--- src/rtl/wb_port_arbiter.sv ---
// Round-robin arbiter for the shared register-file write port. A requester can lock
// the grant for multi-beat writebacks. The winning beat is registered onto the write port.
module wb_port_arbiter #(
    parameter int DW         = 32,
    parameter int AW         = 5,
    parameter int DISCARD_R0 = 0
) (
    input  logic          clk,
    input  logic          rst,
    input  logic [2:0]    req_valid,
    input  logic [2:0]    req_lock,
    input  logic [AW-1:0] req_waddr0,
    input  logic [AW-1:0] req_waddr1,
    input  logic [AW-1:0] req_waddr2,
    input  logic [DW-1:0] req_wdata0,
    input  logic [DW-1:0] req_wdata1,
    input  logic [DW-1:0] req_wdata2,
    input  logic          rf_stall,
    output logic [2:0]    req_ready,
    output logic          rf_we,
    output logic [AW-1:0] rf_waddr,
    output logic [DW-1:0] rf_wdata,
    output logic [1:0]    rf_sel,
    output logic          lock_active
);

    logic [1:0]    ptr;
    logic [1:0]    lock_owner;
    logic [2:0]    rr_grant;
    logic          accept;
    logic [1:0]    win;
    logic [AW-1:0] win_waddr;
    logic [DW-1:0] win_wdata;
    logic          discard;

    // Round-robin search starting at ptr
    always_comb begin
        rr_grant = 3'b000;
        case (ptr)
            2'd1: begin
                if (req_valid[1])      rr_grant = 3'b010;
                else if (req_valid[2]) rr_grant = 3'b100;
                else if (req_valid[0]) rr_grant = 3'b001;
            end
            2'd2: begin
                if (req_valid[2])      rr_grant = 3'b100;
                else if (req_valid[0]) rr_grant = 3'b001;
                else if (req_valid[1]) rr_grant = 3'b010;
            end
            default: begin
                if (req_valid[0])      rr_grant = 3'b001;
                else if (req_valid[1]) rr_grant = 3'b010;
                else if (req_valid[2]) rr_grant = 3'b100;
            end
        endcase
    end

    // A held lock shuts out everyone but the owner, even while the owner is idle
    always_comb begin
        req_ready = 3'b000;
        if (!rst && !rf_stall) begin
            if (lock_active) begin
                case (lock_owner)
                    2'd1:    req_ready[1] = req_valid[1];
                    2'd2:    req_ready[2] = req_valid[2];
                    default: req_ready[0] = req_valid[0];
                endcase
            end else begin
                req_ready = rr_grant;
            end
        end
    end

    always_comb begin
        accept    = |(req_ready & req_valid);
        win       = 2'd0;
        win_waddr = req_waddr0;
        win_wdata = req_wdata0;
        if (req_ready[1]) begin
            win       = 2'd1;
            win_waddr = req_waddr1;
            win_wdata = req_wdata1;
        end else if (req_ready[2]) begin
            win       = 2'd2;
            win_waddr = req_waddr2;
            win_wdata = req_wdata2;
        end
    end

    assign discard = (DISCARD_R0 != 0) && (win_waddr == '0);

    always_ff @(posedge clk or posedge rst) begin
        if (rst) begin
            ptr         <= 2'd0;
            lock_active <= 1'b0;
            lock_owner  <= 2'd0;
            rf_we       <= 1'b0;
            rf_waddr    <= '0;
            rf_wdata    <= '0;
            rf_sel      <= 2'b11;
        end else if (accept) begin
            rf_waddr <= win_waddr;
            rf_wdata <= win_wdata;
            rf_we    <= !discard;
            rf_sel   <= discard ? 2'b11 : win;
            if (req_lock[win]) begin
                lock_active <= 1'b1;
                lock_owner  <= win;
            end else begin
                lock_active <= 1'b0;
                ptr         <= (win == 2'd2) ? 2'd0 : win + 2'd1;
            end
        end else begin
            rf_we  <= 1'b0;
            rf_sel <= 2'b11;
        end
    end

endmodule
--- config.mk ---
export PLATFORM = sky130hd
export DESIGN_NAME = wb_port_arbiter
export DESIGN_NICKNAME = d
export VERILOG_FILES = /design/src/rtl/wb_port_arbiter.sv
export SDC_FILE = /design/constraint.sdc
export NUM_CORES = 1
export LEC_CHECK = 0
export ABC_AREA = 1
export BUFFER_PORTS_ARGS = -buffer_cell sky130_fd_sc_hd__buf_2
export CORE_MARGIN = 4
export CORE_UTILIZATION = 40
export DETAILED_ROUTE_END_ITERATION = 10
export PLACE_DENSITY = 0.82
export SYNTH_ARGS = -nofsm -noshare
export SYNTH_HDL_FRONTEND = slang
export SYNTH_SLANG_ARGS = --single-unit
--- constraint.sdc ---
create_clock -name clk -period 1.6 [get_ports clk]
set_input_delay 0.08 -clock clk [delete_from_list [all_inputs] [get_ports clk]]
set_output_delay 0.08 -clock clk [all_outputs]
set_load 0.01 [all_outputs]
==> qor.yml, run 1 <==
outcome: "finished, violations left"
violations: "negative setup slack"
max_slew_margin_pct: 62.2
htreeDepth: 2
place.gp.congestion: 0.888
whs_path_depth: 5
num_rows: 30
skew_ps: 7.28
syn_area_um2: 2850
final_common_cell: "buf_2"
drt_wl_total_um: 9940
ff2ff_path_depth: 13
rsz0062_at_grt: "true"
vdd_drop_max_v: 0.000673
hold_viol: 0
viasPerCell: 5.11
die_y_um: 92.5
cts.clk_slew.worst_paths_ps: 80
layout_common_cells: "buf_2, nand3_1, nand2_1, dfrtp_1, buf_4"
insertion_delay_ps: 290
synth_cell_types: 22
numCtsBuffers: 5
ys_seq_area_share_pct: 39.6
dpl.hpwl_um: 7030
setup_viol: 48
start_util_pct: 41.5
grt_pass1_vias: 3326
worst-path-max-fanout: 6
placed_cells: 657
overflow: 0
io_pins: 164
area_growth_pct: 54.5
hp-start: "req_wdata1[29]"
core_um2: 6870
ff2ff_setup_slack_ps: -310
hold_end: "rf_wdata[29]"
avgSynthCellArea_um2: 7.10
cts_tree: "yes"
arrival_ps: 2080
syn_inst: 402
leakage_uw: 0.00249
wl_per_cell_um: 14.7
reg2reg_from: "ptr[1]"
fillCellCount: 619
initialDrtViolationCount: 113
setup_slack_ps: -307
fin_crit_ps: 1910
clock_path_buffers: 2
synth_warnings: 0
slew_viol_final: 0
dr.pass1.iters: 5
num_vias: 3461
max_freq_mhz: 524
required_ps: 1780
ys_seq_elements: 45
syn_nets: 526
tightest_slew_ps: 568
timing.rr.end: "rf_wdata[18]"
pre_cts_slack_ps: -228
die_w_um: 92.5
final.period_utilization_pct: 119
maxCapViolCount: 0
cts_sinks: 45
cp-start-kind: "register"
crit_type: "reg -> reg"
grt.total_usage_pct: 22.0
hp-class: "in -> reg"
drc: 0
antenna_found_initial: 0
fin_util_pct: 64.2
end_kind: "register"
final_cells: 677
grt_max_degree: 46
n_antenna_cell: 0
clockRootBuffer: "clkbuf_8"
ant_nets: 0
finish.net_count: 704
io_buffer_count: 163
grt_pass1_wl_um: 15300
die-area_um2: 8550
powerDensity_nw_per_um2: 1370
drive_above_1_share_pct: 47.0
[synth_stat cells]
| master | number | area [um2] |
|---|---|---|
| o211ai_1 | 1 | 7.51 |
| nor2_2 | 1 | 6.26 |
| dfstp_2 | 2 | 52.6 |
| dfrtp_1 | 43 | 1080 |
| inv_2 | 5 | 18.8 |
| nand3_1 | 155 | 776 |
| buf_4 | 10 | 75.1 |
| buf_2 | 13 | 65.1 |
| nand4_1 | 1 | 6.26 |
| inv_1 | 8 | 30.0 |
| nand4_2 | 1 | 12.5 |
| a21boi_2 | 1 | 11.3 |
| nor2_1 | 6 | 22.5 |
| nor3_1 | 1 | 5.00 |
| ha_1 | 4 | 50.1 |
| o21ai_1 | 2 | 10.0 |
| clkbuf_1 | 2 | 7.51 |
| nand2_1 | 133 | 499 |
| buf_6 | 7 | 78.8 |
| nand2_2 | 3 | 18.8 |
| nand3_2 | 2 | 20.0 |
| buf_1 | 1 | 3.75 |
[how the worst max path moves through the flow]
stage | startpoint | endpoint | slack (ps) | depth (start not counted)
final | ptr[1] | rf_wdata[18] | -310 | 13
after global routing | ptr[1] | rf_wdata[19] | -390 | 13
after CTS | ptr[1] | req_ready[1] | -280 | 9
after detailed placement | ptr[1] | rf_wdata[24] | -230 | 10
after global placement | ptr[1] | rf_wdata[27] | -140 | 12
after floorplan | ptr[1] | rf_waddr[1] | -90 | 12
[critical path, stage by stage (launching register included)]
cell	delay, ps
dfrtp_1	430
ha_4	310
nand2_2	70
o21ai_1	80
nand3_1	120
nand2_2	120
buf_6	140
inv_8	40
buf_12	130
buf_12	140
nand2_2	50
nand3_1	70
nand2_1	50
nand2_1	50
[logic make-up (layout without fill, tap and decap cells)]
family | after synthesis | count (layout) | share of synthesized area, %
AOI/OAI and AO/OA | 4 | 4 | 1.01
adders and majority gates | 4 | 4 | 1.75
DFF | 45 | 45 | 39.6
and+or+nand+nor | 303 | 303 | 47.9
buffers and inverters | 46 | 225 | 9.78
[sequential cells by signal (all words and copies together), names as in the netlist]
name / count
lock_active: 1
ptr: 2
rf_wdata: 32
rf_waddr: 5
rf_we: 1
rf_sel: 2
lock_owner: 2
[layout make-up]
type | instances | area, um2 | share of cell area, %
Sequential cell | 45 | 1130 | 25.6
Tap cell | 96 | 120 | 2.73
Timing Repair Buffer | 204 | 1330 | 30.1
Inverter | 13 | 63.8 | 1.45
Multi-Input combinational cell | 311 | 1690 | 38.3
Clock buffer | 8 | 80.1 | 1.82
[stage by stage]
stage	power (uW)	setup TNS [ps]	hold slack, ps	area [um2]
global route	6500	-17040	111	4410
detailed placement	4990	-8500	317	3890
CTS	5900	-10410	76.2	4240
floorplan	3840	-2530	-17.8	2900
finish	6020	-12300	85.1	4410
global placement	4860	-4910	301	3890
[per-layer routing]
layer  global-route usage, %  vias up  wire length (um)  part of all wire, %
met5                       0        -                 0                    0
met4                    7.43        0               188                  1.9
met3                    3.57       22               612                  6.2
met2                    40.7      145              5180                   52
met1                    25.7     1600              3960                   40
li1                        -     1694                 -                    -
[timing repair]
| action | in CTS | in global routing |
|---|---|---|
| setup buffers | 8 | 1 |
| resized for setup | 31 | 39 |
| cloned | 2 | 0 |
| hold buffers | 1 | 0 |
| endpoints found under the setup margin | 48 | 48 |
| endpoints found under the hold margin | 11 | 0 |
| pin swaps | 10 | 26 |
[power breakdown]
part | internal [uW] | switching (uW) | total, uW | leakage [uW]
registers | 1680 | 310 | 1990 | 0.000559
clock network | 311 | 354 | 665 | 0.0000395
logic | 1510 | 1860 | 3370 | 0.00189
(Power assumes the default switching activity.)
==> run 2: changes to the inputs <==
Settings changed: CAP_MARGIN set to 20, CORE_UTILIZATION 40 to 41, CTS_BUF_LIST set to sky130_fd_sc_hd__clkbuf_8, PLACE_DENSITY 0.82 to 0.81.
==> run 2 against run 1 <==
  * The flow still finishes with violations (negative setup slack)
  * Non-clock buffer count grew 13
  * Flip-flop and latch count is the same
  * Clock skew grew 4.0 ps
  * Clock power grew 16%
  * Critical path depth is the same
  * Hold slack lost 13 ps
  * Routed wire length shrank 0.32%
  * Setup slack gained 13 ps
  * Largest cell class unchanged
  * Largest power group unchanged
  * Highest routed layer unchanged
==> qor.yml, run 2 (same netlist as run 1, synthesis figures left out) <==
drive_above_1_share_pct: 42.8  # -4.2 points
hold_slack_ps: 72.3  # -12.8 ps
die-area_um2: 8360  # -2.2%
path_cells: "ha_4, nand2_2, o21ai_2, nand3_2, nand2_4, buf_4, nand2_1, nand2_1, nand2_4, nand2_2, nand2_2, nand2_1, nand2_1"
clock_path_buffers: 2  # unchanged
leakage_uw: 0.00247  # -1.0%
io_buffer_count: 163  # unchanged
area_growth_pct: 53.9
dpl.hpwl_um: 7050  # +0.19%
end_kind: "register"
overflow: 0  # unchanged
htreeDepth: 2  # unchanged
grt_max_degree: 40  # -13%
die_w_um: 91.4  # -1.1%
crit_slowest_cell: "dfrtp_1"
crit_type: "reg -> reg"
place.gp.congestion: 0.860  # -3.2%
placed_cells: 661  # +0.61%
rsz0062_at_grt: "true"
ant_nets: 0  # unchanged
final_cells: 690  # +1.9%
io_pins: 164  # unchanged
cts_sinks: 45  # unchanged
powerDensity_nw_per_um2: 1410  # +3.3%
num_vias: 3525  # +1.8%
finish.net_count: 717  # +1.8%
worst-path-max-fanout: 5  # -1
max_slew_margin_pct: 66.8  # +4.7 points
reg_top3: "rf_wdata (32), rf_waddr (5)"
num_rows: 30  # unchanged
wl_per_cell_um: 14.4  # -2.2%
drc: 0  # unchanged
start_util_pct: 42.0  # +0.46 points
final.period_utilization_pct: 118  # -0.82 points
violations: "negative setup slack"
outcome: "finished, violations left"
die_y_um: 91.4  # -1.1%
grt.total_usage_pct: 23.0  # +0.97 points
slew_viol_final: 0  # unchanged
vdd_drop_max_v: 0.000649  # -3.6%
insertion_delay_ps: 300  # about the same
n_antenna_cell: 0  # unchanged
grt_pass1_vias: 3452  # +3.8%
cpMostUsedCell: "nand2_1"
setup_slack_ps: -294  # +13.1 ps
final_common_cell: "buf_2"
setup_viol: 48  # unchanged
antenna_found_initial: 0  # unchanged
top_register: "rf_wdata"
grt_pass1_wl_um: 15800  # +3.4%
viasPerCell: 5.11  # about the same
core_um2: 6790  # -1.1%
skew_ps: 11.3  # +4.01 ps
cts.clk_slew.worst_paths_ps: 90  # about the same
fin_crit_ps: 1890  # -13.1 ps
hp-class: "in -> reg"
required_ps: 1800  # +20 ps
numCtsBuffers: 5  # unchanged
largest_reg_flops: 32  # unchanged
drt_wl_total_um: 9910  # -0.32%
max_freq_mhz: 528  # +0.69%
tightest_slew_ps: 498  # -69.9 ps
cts_tree: "yes"
critPathMaxStageDelay_ps: 430  # about the same
clockRootBuffer: "clkbuf_8"
layout_common_cells: "buf_2, nand3_1, nand2_1, dfrtp_1, buf_4"
dr.pass1.iters: 4  # -1
cp-start-kind: "register"
arrival_ps: 2090  # about the same
initialDrtViolationCount: 157  # +39%
hold_viol: 0  # unchanged
maxCapViolCount: 0  # unchanged
[run 2: area by class of cell]
| class | instances | area (um2) |
|---|---|---|
| Sequential cell | 45 | 1130 |
| Tap cell | 96 | 120 |
| Fill cell | 569 | 2400 |
| Clock inverter | 1 | 5.00 |
| Timing Repair Buffer | 217 | 1440 |
| Clock buffer | 7 | 96.3 |
| Inverter | 13 | 61.3 |
| Multi-Input combinational cell | 311 | 1550 |
[run 2: worst max-delay path, delay by kind of cell, from the launching register on]
family | cells | cell delay [ps]
flip-flops | 1 | 430
AND/OR/NAND/NOR | 10 | 860
adder cells (fa/ha/maj) | 1 | 310
buffers and inverters | 1 | 130
AO/OA/AOI/OAI | 1 | 60
[run 2: power breakdown]
part	switching, uW	internal, uW	total (uW)
clock network	381	391	772
registers	305	1680	1980
logic	1860	1580	3450
total	2550	3650	6200
[run 2: path summary, 6_finish.rpt]
check                               start       endpoint  slack, ps  depth (start not counted)
hold reg to reg              rf_wdata[30]   rf_wdata[30]        510                          2
setup / recovery                   ptr[1]  lock_owner[1]       -290                         13
min in group asynchronous             rst   rf_wdata[15]        280                          3
max in group asynchronous             rst      rf_sel[0]        710                          4
hold / removal             req_wdata1[26]   rf_wdata[26]         70                          5
setup reg to reg                   ptr[1]  lock_owner[1]       -290                         13
[run 2: stage by stage]
| stage | area, um2 | setup slack (ps) | utilization (%) | TNS, ps | total power (uW) |
|---|---|---|---|---|---|
| after floorplan | 2900 | -89.8 | - | -2530 | 3840 |
| after global placement | 3970 | -244 | 58.4 | -8390 | 4960 |
| after detailed placement | 3970 | -295 | 58.4 | -11030 | 5060 |
| after CTS | 4280 | -239 | 63.1 | -9110 | 6040 |
| after global routing | 4390 | -396 | 64.6 | -15740 | 6690 |
| final | 4390 | -294 | 64.6 | -10590 | 6200 |
[run 2: timing repair]
item | 4_1_cts | 5_1_grt
resized for setup | 18 | 10
pin swaps | 7 | 5
hold buffers | 2 | 0
buffers inserted | 15 | 2
endpoints found under the hold margin | 6 | 0
setup endpoints to repair | 48 | 48
cloned | 0 | 2
[run 2: per-layer routing]
metal | vias up | global-route usage, % | share of wire (%)
li1 | 1720 | - | -
met2 | 163 | 39.9 | 50
met4 | 0 | 9.67 | 2.0
met1 | 1625 | 26.9 | 40
met5 | - | 0 | 0
met3 | 17 | 5.63 | 8.0
